`config.mk`:
```
export PLATFORM = sky130hd
export DESIGN_NAME = intersection_sequencer
export DESIGN_NICKNAME = d
export VERILOG_FILES = /design/src/rtl/intersection_sequencer.sv
export SDC_FILE = /design/constraint.sdc
export NUM_CORES = 1
export LEC_CHECK = 0
export CAP_MARGIN = 20
export CORE_AREA = 3 3 46 48
export CTS_BUF_LIST = sky130_fd_sc_hd__clkbuf_8 sky130_fd_sc_hd__clkbuf_16
export DETAILED_ROUTE_END_ITERATION = 8
export DIE_AREA = 0 0 49 51
export PLACE_DENSITY = 0.71
export SLEW_MARGIN = 20
export SYNTH_ARGS = -nofsm -noshare
export SYNTH_HDL_FRONTEND = slang
export SYNTH_SLANG_ARGS = --single-unit
```
`constraint.sdc`:
```
create_clock -name clk -period 1.7 [get_ports clk]
set_input_delay 0.34 -clock clk [delete_from_list [all_inputs] [get_ports clk]]
set_output_delay 0.34 -clock clk [all_outputs]
set_load 0.1 [all_outputs]
```
`src/rtl/intersection_sequencer.sv`:
```
// Timer-driven highway/country intersection phase sequencer with all-red clearance
// and capped country green. Optional emergency preemption is enabled by `define PREEMPT_EN.
module intersection_sequencer #(
    parameter int MIN_GREEN       = 8,
    parameter int Y2R_DLY         = 3,
    parameter int R2G_DLY         = 2,
    parameter int MAX_CNTRY_GREEN = 10,
    parameter int CNT_W           = 8
) (
    input  logic       clk,
    input  logic       clear_n,
    input  logic       x,
`ifdef PREEMPT_EN
    input  logic       preempt,
`endif
    output logic [1:0] hwy,
    output logic [1:0] cntry,
    output logic [2:0] phase,
    output logic       timeout
);

    localparam logic [2:0] HWY_GREEN    = 3'd0;
    localparam logic [2:0] HWY_YELLOW   = 3'd1;
    localparam logic [2:0] ALL_RED_A    = 3'd2;
    localparam logic [2:0] CNTRY_GREEN  = 3'd3;
    localparam logic [2:0] CNTRY_YELLOW = 3'd4;
    localparam logic [2:0] ALL_RED_B    = 3'd5;

    localparam logic [1:0] LAMP_RED    = 2'b00;
    localparam logic [1:0] LAMP_YELLOW = 2'b01;
    localparam logic [1:0] LAMP_GREEN  = 2'b10;

    localparam logic [CNT_W-1:0] TMR_ONE = CNT_W'(1);

    // Reload value (duration-1) for the state being entered.
    function automatic logic [CNT_W-1:0] dwell(input logic [2:0] s);
        case (s)
            HWY_GREEN:                dwell = CNT_W'(MIN_GREEN - 1);
            HWY_YELLOW, CNTRY_YELLOW: dwell = CNT_W'(Y2R_DLY - 1);
            CNTRY_GREEN:              dwell = CNT_W'(MAX_CNTRY_GREEN - 1);
            default:                  dwell = CNT_W'(R2G_DLY - 1);
        endcase
    endfunction

    function automatic logic [CNT_W-1:0] sat_dec(input logic [CNT_W-1:0] v);
        sat_dec = (v == '0) ? v : v - TMR_ONE;
    endfunction

    logic             r_x_p0;
    logic             r_x_p1;
    logic [2:0]       r_state;
    logic [CNT_W-1:0] r_tmr;
    logic             r_timeout;
    logic             w_x_s;
    logic             w_p_s;
    logic             w_tmr_done;
    logic [2:0]       w_next;
    logic             w_force;

    always_ff @(posedge clk or negedge clear_n) begin
        if (!clear_n) begin
            r_x_p0 <= 1'b0;
            r_x_p1 <= 1'b0;
        end else begin
            r_x_p0 <= x;
            r_x_p1 <= r_x_p0;
        end
    end
    assign w_x_s = r_x_p1;

`ifdef PREEMPT_EN
    logic r_p_p0;
    logic r_p_p1;

    always_ff @(posedge clk or negedge clear_n) begin
        if (!clear_n) begin
            r_p_p0 <= 1'b0;
            r_p_p1 <= 1'b0;
        end else begin
            r_p_p0 <= preempt;
            r_p_p1 <= r_p_p0;
        end
    end
    assign w_p_s = r_p_p1;
`else
    assign w_p_s = 1'b0;
`endif

    assign w_tmr_done = (r_tmr == '0);

    // Expiry of the country-green cap takes priority over the car leaving, so timeout still pulses.
    always_comb begin
        w_next  = r_state;
        w_force = 1'b0;
        case (r_state)
            HWY_GREEN: begin
                if (w_tmr_done && w_x_s && !w_p_s) w_next = HWY_YELLOW;
            end
            HWY_YELLOW: begin
                if (w_tmr_done) w_next = w_p_s ? ALL_RED_B : ALL_RED_A;
            end
            ALL_RED_A: begin
                if (w_p_s)           w_next = ALL_RED_B;
                else if (w_tmr_done) w_next = CNTRY_GREEN;
            end
            CNTRY_GREEN: begin
                if (w_p_s) begin
                    w_next = CNTRY_YELLOW;
                end else if (w_tmr_done) begin
                    w_next  = CNTRY_YELLOW;
                    w_force = 1'b1;
                end else if (!w_x_s) begin
                    w_next = CNTRY_YELLOW;
                end
            end
            CNTRY_YELLOW: begin
                if (w_tmr_done) w_next = ALL_RED_B;
            end
            ALL_RED_B: begin
                if (w_tmr_done) w_next = HWY_GREEN;
            end
            default: w_next = ALL_RED_B;
        endcase
    end

    always_ff @(posedge clk or negedge clear_n) begin
        if (!clear_n) begin
            r_state   <= HWY_GREEN;
            r_tmr     <= CNT_W'(MIN_GREEN - 1);
            r_timeout <= 1'b0;
        end else begin
            r_state   <= w_next;
            r_tmr     <= (w_next != r_state) ? dwell(w_next) : sat_dec(r_tmr);
            r_timeout <= w_force;
        end
    end

    always_comb begin
        hwy   = LAMP_RED;
        cntry = LAMP_RED;
        case (r_state)
            HWY_GREEN:    hwy   = LAMP_GREEN;
            HWY_YELLOW:   hwy   = LAMP_YELLOW;
            CNTRY_GREEN:  cntry = LAMP_GREEN;
            CNTRY_YELLOW: cntry = LAMP_YELLOW;
            default: begin
                hwy   = LAMP_RED;
                cntry = LAMP_RED;
            end
        endcase
    end

    assign phase   = r_state;
    assign timeout = r_timeout;

endmodule
```
# Yosys cells after proc, flatten, opt, wreduce, memory -nomap -nowiden

Cells that the tools add are included.

Eq/ne operators: 10
Multiplexer cells: 15
$add $sub $neg: 1
Reductions and logical operators: 5

Operator list:

| cell                                             | number |
|---|---|
| two-way mux 3 bit                                | 7 |
| case mux 3 bit (6 select lines)                  | 1 |
| two-way mux 8 bit                                | 2 |
| case mux 4 bit (3 select lines)                  | 1 |
| == test 3 x 2 -> 1 bit, second input constant    | 3 |
| == test 3 bit, second input constant             | 3 |
| logical NOT 8 bit                                | 1 |
| case mux 2 bit (2 select lines)                  | 2 |
| subtractor 8 x 1 -> 8 bit, second input constant | 1 |
| == test 3 x 1 -> 1 bit, second input constant    | 2 |
| logical NOT 3 bit                                | 2 |
| != test 3 bit                                    | 1 |
| two-way mux 1 bit                                | 2 |
| != test 2 bit, second input constant             | 1 |
| OR reduction 2 bit                               | 1 |
| logical AND 1 bit                                | 1 |

Output and inout bits: 8
Register bits: 14
Word-level logic and storage cells: 36
Input port bits: 3

# Depth between registers and ports, before layout

Word-level depth: 8
Depth in mapped cells: 7
Gate-level depth less buffers: 6

# Least setup slack after synthesis

No wires, ideal clock.

Path type: reg2out
Start: register r_state[2] (netlist: phase[2])
End: output port cntry[0]
Path slack: -2178 ps
Arrival time: 3538 ps
Cell stages (with the launch flop): 3
Buffers on the path: 1
Required time: 1360 ps
Cells stage by stage: dfrtp_1 clkbuf_1 nor3b_1

Longest elaborated chain between the ends: 2
Elaborated cells on any way between the ends: 3
Classes of those cells: 2 x eq/ne; 1 x mux

RTL lines:

| item                                                    | line | RTL |
|---|---|---|
| start: declaration                                      | 51   | `logic [2:0] r_state;` |
| start signal: assignment                                | 132  | `r_state <= w_next;` |
| == test 3 bit or == test 3 x 2 -> 1 bit (tied branches) | 141  | `case (r_state)` |
| case mux 2 bit (2 select lines) (*)                     | 141  |  |
| end: declaration                                        | 17   | `output logic [1:0] cntry,` |

Mark *: on every way between the ends. The rest lies on a longest branch, timed or not.

# Worst setup path after layout

Start: register r_tmr[1]
End: register r_state[0] (netlist: phase[0])

Longest elaborated chain between the ends: 4
Elaborated cells on any way between the ends: 9
Classes of those cells: 7 x mux; 2 x reduce/logical

RTL lines:

| item                                | line | RTL |
|---|---|---|
| start: declaration                  | 52   | `logic [CNT_W-1:0] r_tmr;` |
| start signal: assignment            | 129  | `r_tmr <= CNT_W'(MIN_GREEN - 1);` |
| start signal: assignment            | 133  | `r_tmr <= (w_next != r_state) ? dwell(w_next) : sat_dec(r_tmr);` |
| logical NOT 8 bit (*)               | 89   | `assign w_tmr_done = (r_tmr == '0);` |
| logical AND 1 bit                   | 97   | `if (w_tmr_done && w_x_s && !w_p_s) w_next = HWY_YELLOW;` |
| two-way mux 3 bit                   | 97   |  |
| case mux 3 bit (6 select lines) (*) | 95   | `case (r_state)` |
| net w_next[0]                       | 57   | `logic [2:0] w_next;` |

Mark *: on every way through the listed nets, which the timed path passes. The rest lies on a longest branch.
A chain may end at the register's enable or synchronous reset.

==> results by group <==
Clock network
  – Clock buffer depth: 2
  – Clock latency on the worst-skew pair: 0.25 ns
  – H-tree depth: 1
  – Worst-path clk slew: 0.06 ns
  – CTS root buf: clkbuf_8
  – CTS sink count: 14
  – Cts bufs inserted: 3
  – CTS tree: done

STA
  – Fin crit share: 1.10
  – Setup violations, final: 10
  – Max-slew violations: 0
  – Final WS setup: -0.166 ns
  – Fmax: 536 MHz
  – Worst Skew: 0.00481 ns
  – Worst Max-Slew Pin Slew: 0.373 ns
  – RSZ-0062 raised after global routing: true
  – Worst slew margin: 0.750
  – Clock period minus worst slack: 1.87 ns
  – Final Hold Fails: 0

Synth
  – EDFF count, synth: 0
  – Fraction of registers with async set/reset: 1.00
  – Syn. warnings: 0
  – Sequential fraction of the synthesis area: 0.429
  – Top cells by area, synth: dfrtp_1 33%, dfstp_2 9.6%, a21oi_1 6.1%
  – Distinct cell type count after synthesis: 34
  – Most frequent cell after synthesis: dfrtp_1
  – Most frequent cells after synthesis: 11 x dfrtp_1, 10 x a21oi_1, 10 x nor2_1
  – Post-Syn Area: 825 µm²
  – Synth Net Count: 94
  – Cell count after synthesis: 90
  – Area share of the largest cell type after synthesis: 0.334
  – Syn Area/Cell: 9.16 µm²
  – Area leader, netlist: dfrtp_1
  – Dominant synthesized flop cell: dfrtp_1
  – Synthesized flop and latch total: 14

GRT
  – Vias in the first global route: 858
  – Initial antenna violation count: 0
  – GRT Util Overall: 0.220
  – Largest net degree at the start of global routing: 17
  – Grt total ovfl: 0
  – Global-route wire length before repair: 4150 µm

Final layout
  – Final Util: 0.820
  – Layout cells sized above 1: 0.535
  – Number of diodes: 0
  – Design Area, Final: 0.00143 mm²
  – Net count, final: 132
  – Synth-to-Final Area Change: 73.6%

Placed design
  – Pre-CTS setup slack: -0.0818 ns
  – Dpl hpwl: 1500 µm
  – DP Area: 0.00124 mm²
  – I/O Buffers: 10
  – GPL Wtd Cong: 0.892

Drt
  – Pre-antenna DRT Iters: 4
  – DRT antenna net count: 0
  – Drt first-iter violations: 16
  – Final wirelength: 2680 µm
  – Via-to-Cell Ratio: 5.66
  – DR WL/cell: 17.6 µm
  – Via count: 861
  – Drt drc: 0

Status
  – Outcome: finished, violations left
  – Failing checks: negative setup slack

Floorplan
  – Core area: 0.00175 mm²
  – Starting Density: 0.472
  – Die height: 51 µm
  – Number of I/O pins: 11
  – Die area: 0.00250 mm²
  – # rows: 15
  – Chip Width: 49 µm

Setup path
  – Reg-to-reg slack, setup: -0.17 ns
  – FF-to-FF Start: r_tmr[1]
  – CP Launch Type: flop
  – Crit path from: r_tmr[1]
  – Crit Path Category: reg -> reg
  – CP Data Required Time: 1.89 ns
  – Critical path arrival: 2.05 ns
  – Crit-path max FO: 6
  – CP endpoint kind: flop

Pwr
  – Worst VDD drop: 0.00141 V
  – P_leak: 0.581 nW
  – PwrDens: 1900 mW/mm²

Run
  – Max-cap viol count: 0

Hold path
  – Hold wc startpoint: r_x_p0
  – Hold Crit Class: reg -> reg
-- power breakdown --
part | total (mW) | leakage, nW | switching [mW] | internal (mW)
Combinational | 1.78 | 0.388 | 1.07 | 0.711
Sequential | 0.613 | 0.164 | 0.132 | 0.481
Clock | 0.330 | 0.0288 | 0.125 | 0.205
Total | 2.72 | 0.581 | 1.33 | 1.40
-- stage by stage --
step           power (mW)  hold slack [ns]  setup TNS (ns)  instances
2_1_floorplan        1.67           0.0444          -0.792         90
3_3_place_gp         2.19            0.333          -0.122        140
3_5_place_dp         2.22            0.335          -0.266        140
4_1_cts              2.64            0.348          -0.272        148
5_1_grt              2.85            0.370           -1.50        152
6_report             2.72            0.347          -0.692        152
-- placed cells by master, fill, tap and decap left out, types with 3 or more instances in the layout --
master,instances
buf_4,22
nor3_1,5
dfstp_2,3
a21oi_1,8
buf_12,8
xor2_1,3
nor2_1,9
dfrtp_4,3
dfrtp_1,8
clkbuf_8,4
buf_6,5
nand2_1,3
-- state kept, by name, summed over array words and instances (netlist names) --
name and count:
r_x_p0 1, r_x_p1 1, r_tmr 8, timeout 1
phase 3
-- path summary, 6_finish.rpt --
check,cells after the start,endpoint
setup / recovery,6,phase[0]
hold / removal,0,r_x_p1
setup reg to reg,6,phase[0]
hold reg to reg,0,r_x_p1
max in group asynchronous,2,r_tmr[0]
min in group asynchronous,2,timeout
-- layout make-up --
cell class | count | area, µm²
multi-input combinational | 69 | 567
tap | 25 | 31.3
sequential | 14 | 365
timing repair buffer | 37 | 402
clock buffer | 4 | 55.1
inverter | 3 | 11.3
fill | 114 | 314
-- worst max-delay path, stage by stage, from the launching register on --
cell and delay [ns]:
dfstp_2 0.38, inv_2 0.06, ha_4 0.13, or4b_4 0.53, nor3_1 0.29, o21a_1 0.27
a311o_1 0.15
-- layer usage --
metal | vias up | global-route usage | routed length [µm]
li1 | 404 | - | -
met1 | 416 | 0.294 | 1180
met2 | 27 | 0.326 | 1290
met3 | 14 | 0.0496 | 102
met4 | 0 | 0.123 | 107
met5 | - | 0 | 0
-- kinds of logic (layout without fill, tap and decap cells) --
family                     Yosys count  in the layout  share of synthesized area
AOI/OAI and AO/OA                   27             27                      0.226
xor gates and xnor gates             4              4                     0.0425
adders and majority gates            1              1                     0.0152
buffers and inverters                7             44                     0.0334
DFF                                 14             14                      0.429
and+or+nand+nor                     37             37                      0.253
-- repair_timing --
action                                  4_1_cts  5_1_grt
buffers inserted                              4        4
resized for setup                             9        7
hold buffers                                  0        0
pin swaps                                     9        7
endpoints found under the setup margin        8       15
No activity file was read; power rests on OpenSTA's default activity.
==> edit (same flow settings) <==
Change the parameter `CNT_W` from 8 to 6.
--- a/src/rtl/intersection_sequencer.sv
+++ b/src/rtl/intersection_sequencer.sv
@@ -7,3 +7,3 @@
     parameter int MAX_CNTRY_GREEN = 10,
-    parameter int CNT_W           = 8
+    parameter int CNT_W           = 6
 ) (
Formal check against the unedited RTL: no difference found for any inputs over 10 cycles, from zero or initial values; that may be too few to reach the edited logic, so the function may still have changed.
==> edit against the unedited design <==
  * The run still ends with setup timing left
  * Routed wire length decreased by 23%
  * Power decreased by 3.8%
  * Global-route usage decreased by 4.2 points
  * Worst setup slack got worse by 0.15 ns
  * Sequential cell count decreased by 2
  * Via count decreased by 16%
  * Clock skew decreased by 0.0016 ns
  * Final area decreased by 8.1%
  * Synthesized area decreased by 12%
  * Critical endpoint is now r_tmr[1]
==> edit: results (changes against the unedited design) <==
[status]
outcome=complete, but fails checks
violations=setup timing

[finish]
drive_above_1_share_pct=61.6  ; +8.1 points
largest_reg_flops=6  ; -2
finish.net_count=117  ; -11%
regMostFlops=r_tmr
n_antenna_cell=0  ; unchanged

[worst_setup_path]
critPathTopFamily=simple AND/OR/NAND/NOR gates
cp_max_fo=5  ; -1
crit_start=r_tmr[0]
crit_path_max_incr_delay_ns=0.51  ; -0.02 ns
cp_slowest_cell=or4b_4
worstPathArrival_ns=2.19  ; +0.14 ns

[cts]
cts_max_level=1  ; unchanged
clk_latency_ns=0.24
holdBufCountCts=0  ; unchanged
clkTransAtPathRegs_ns=0.05
cts_made_buffers=3  ; unchanged
clockBufferDepth=2  ; unchanged
cts_root_buf=clkbuf_8

[global_route]
grtUsageMet1_pct=20.4  ; -9.1 points
grt_use_met3_pct=3.21  ; -1.7 points
grt_usage_pct=17.8  ; -4.2 points
antenna_found_initial=0  ; unchanged
grt_pass1_wl_um=3340  ; -20%
grt_max_degree=13  ; -4
grt_pass1_vias=713  ; -17%
use_met2_pct=31.0  ; -1.6 points

[synthesis]
synthArstFlopShare_pct=100  ; unchanged
yosys_warnings=0  ; unchanged
synth_nets=79  ; -16%
synth_common_cells=9 x dfrtp_1, 8 x nor2_1, 6 x inv_1
ys.flop_type=dfrtp_1
synthTopCellsByArea=dfrtp_1 31%, dfstp_2 11%, nor2_1 4.1%
synth_cell_types=34  ; unchanged
ys_seq_area_share_pct=42.0  ; -0.97 points

[timing]
clock-skew-final_ns=0.00318  ; -0.00163 ns
setup_viol_count_final=9  ; -1
setup_slack_ns=-0.318  ; -0.152 ns
worst_pin_slew_ns=0.564  ; +0.192 ns

[place]
portBuffers=10  ; unchanged
dp.final_hpwl_um=1390  ; -7.7%
place_area_mm2=0.00114  ; -8.3%
globalplace.congestion=0.846  ; -5.2%

[routing]
first_pass_iters=4  ; unchanged
dr_total_vias=726  ; -16%
wl_um=2050  ; -23%
drtIter0Drc=9  ; -7

[hold_path]
hp-class=reg -> reg
hp-start=r_x_p0

[power]
leakagePower_nw=0.538  ; -7.4%
internal_power_mw=1.39  ; -0.74%
max-vdd-ir-drop_mv=1.09  ; -22%

## edit: worst paths after layout
path	slack, ns	cells after the start	end
max	-0.32	7	r_tmr[1]
min	0.35	0	r_x_p1
max reg2reg	-0.32	7	r_tmr[1]
min reg2reg	0.35	0	r_x_p1
max in group asynchronous	0.81	1	phase[1]
min in group asynchronous	0.47	1	timeout
## edit: power by group through the flow
stage          Combinational [mW]  Sequential (mW)  Clock (mW)
2_1_floorplan               0.957            0.689           0
3_3_place_gp                 1.57            0.533           0
3_5_place_dp                 1.59            0.539           0
4_1_cts                      1.68            0.525       0.320
5_1_grt                      1.85            0.551       0.333
6_report                     1.77            0.534       0.312
## edit: layer usage
metal	vias to the layer above	share of wire, %
met2	11	54
met5	-	0
met3	2	1.9
met4	0	1.4
li1	352	-
met1	361	43
## edit: stage by stage
step	setup TNS, ns	std cells	total power, mW
floorplan	-2.84	75	1.65
global placement	-1.43	124	2.10
detailed placement	-1.89	124	2.13
CTS	-1.65	132	2.53
global route	-2.36	137	2.74
finish	-1.79	137	2.62
## edit: timing repair
item / in CTS / in global routing
setup buffers: 4 / 5
gates cloned: 1 / 0
gates resized for setup: 9 / 6
endpoints found under the setup margin: 13 / 11
pin swaps: 7 / 7
## edit: cells by family (layout without fill, tap and decap cells)
group                    after synthesis  in the layout  synth area share (%)
AO/OA/AOI/OAI                         24             24                  29.5
buffers and inverters                 11             47                  6.04
AND/OR/NAND/NOR                       26             27                  19.5
adder cells (fa/ha/maj)                1              1                  1.73
flip-flops                            12             12                  42.0
XOR/XNOR                               1              1                  1.21
## edit: cell type report
class / instances / area [um^2]
clock buffers: 4 / 55.1
fillers: 112 / 430
inverters: 6 / 27.5
multi-input cells: 53 / 480
flip-flops and latches: 12 / 315
well taps: 25 / 31.3
repair buffers: 37 / 405
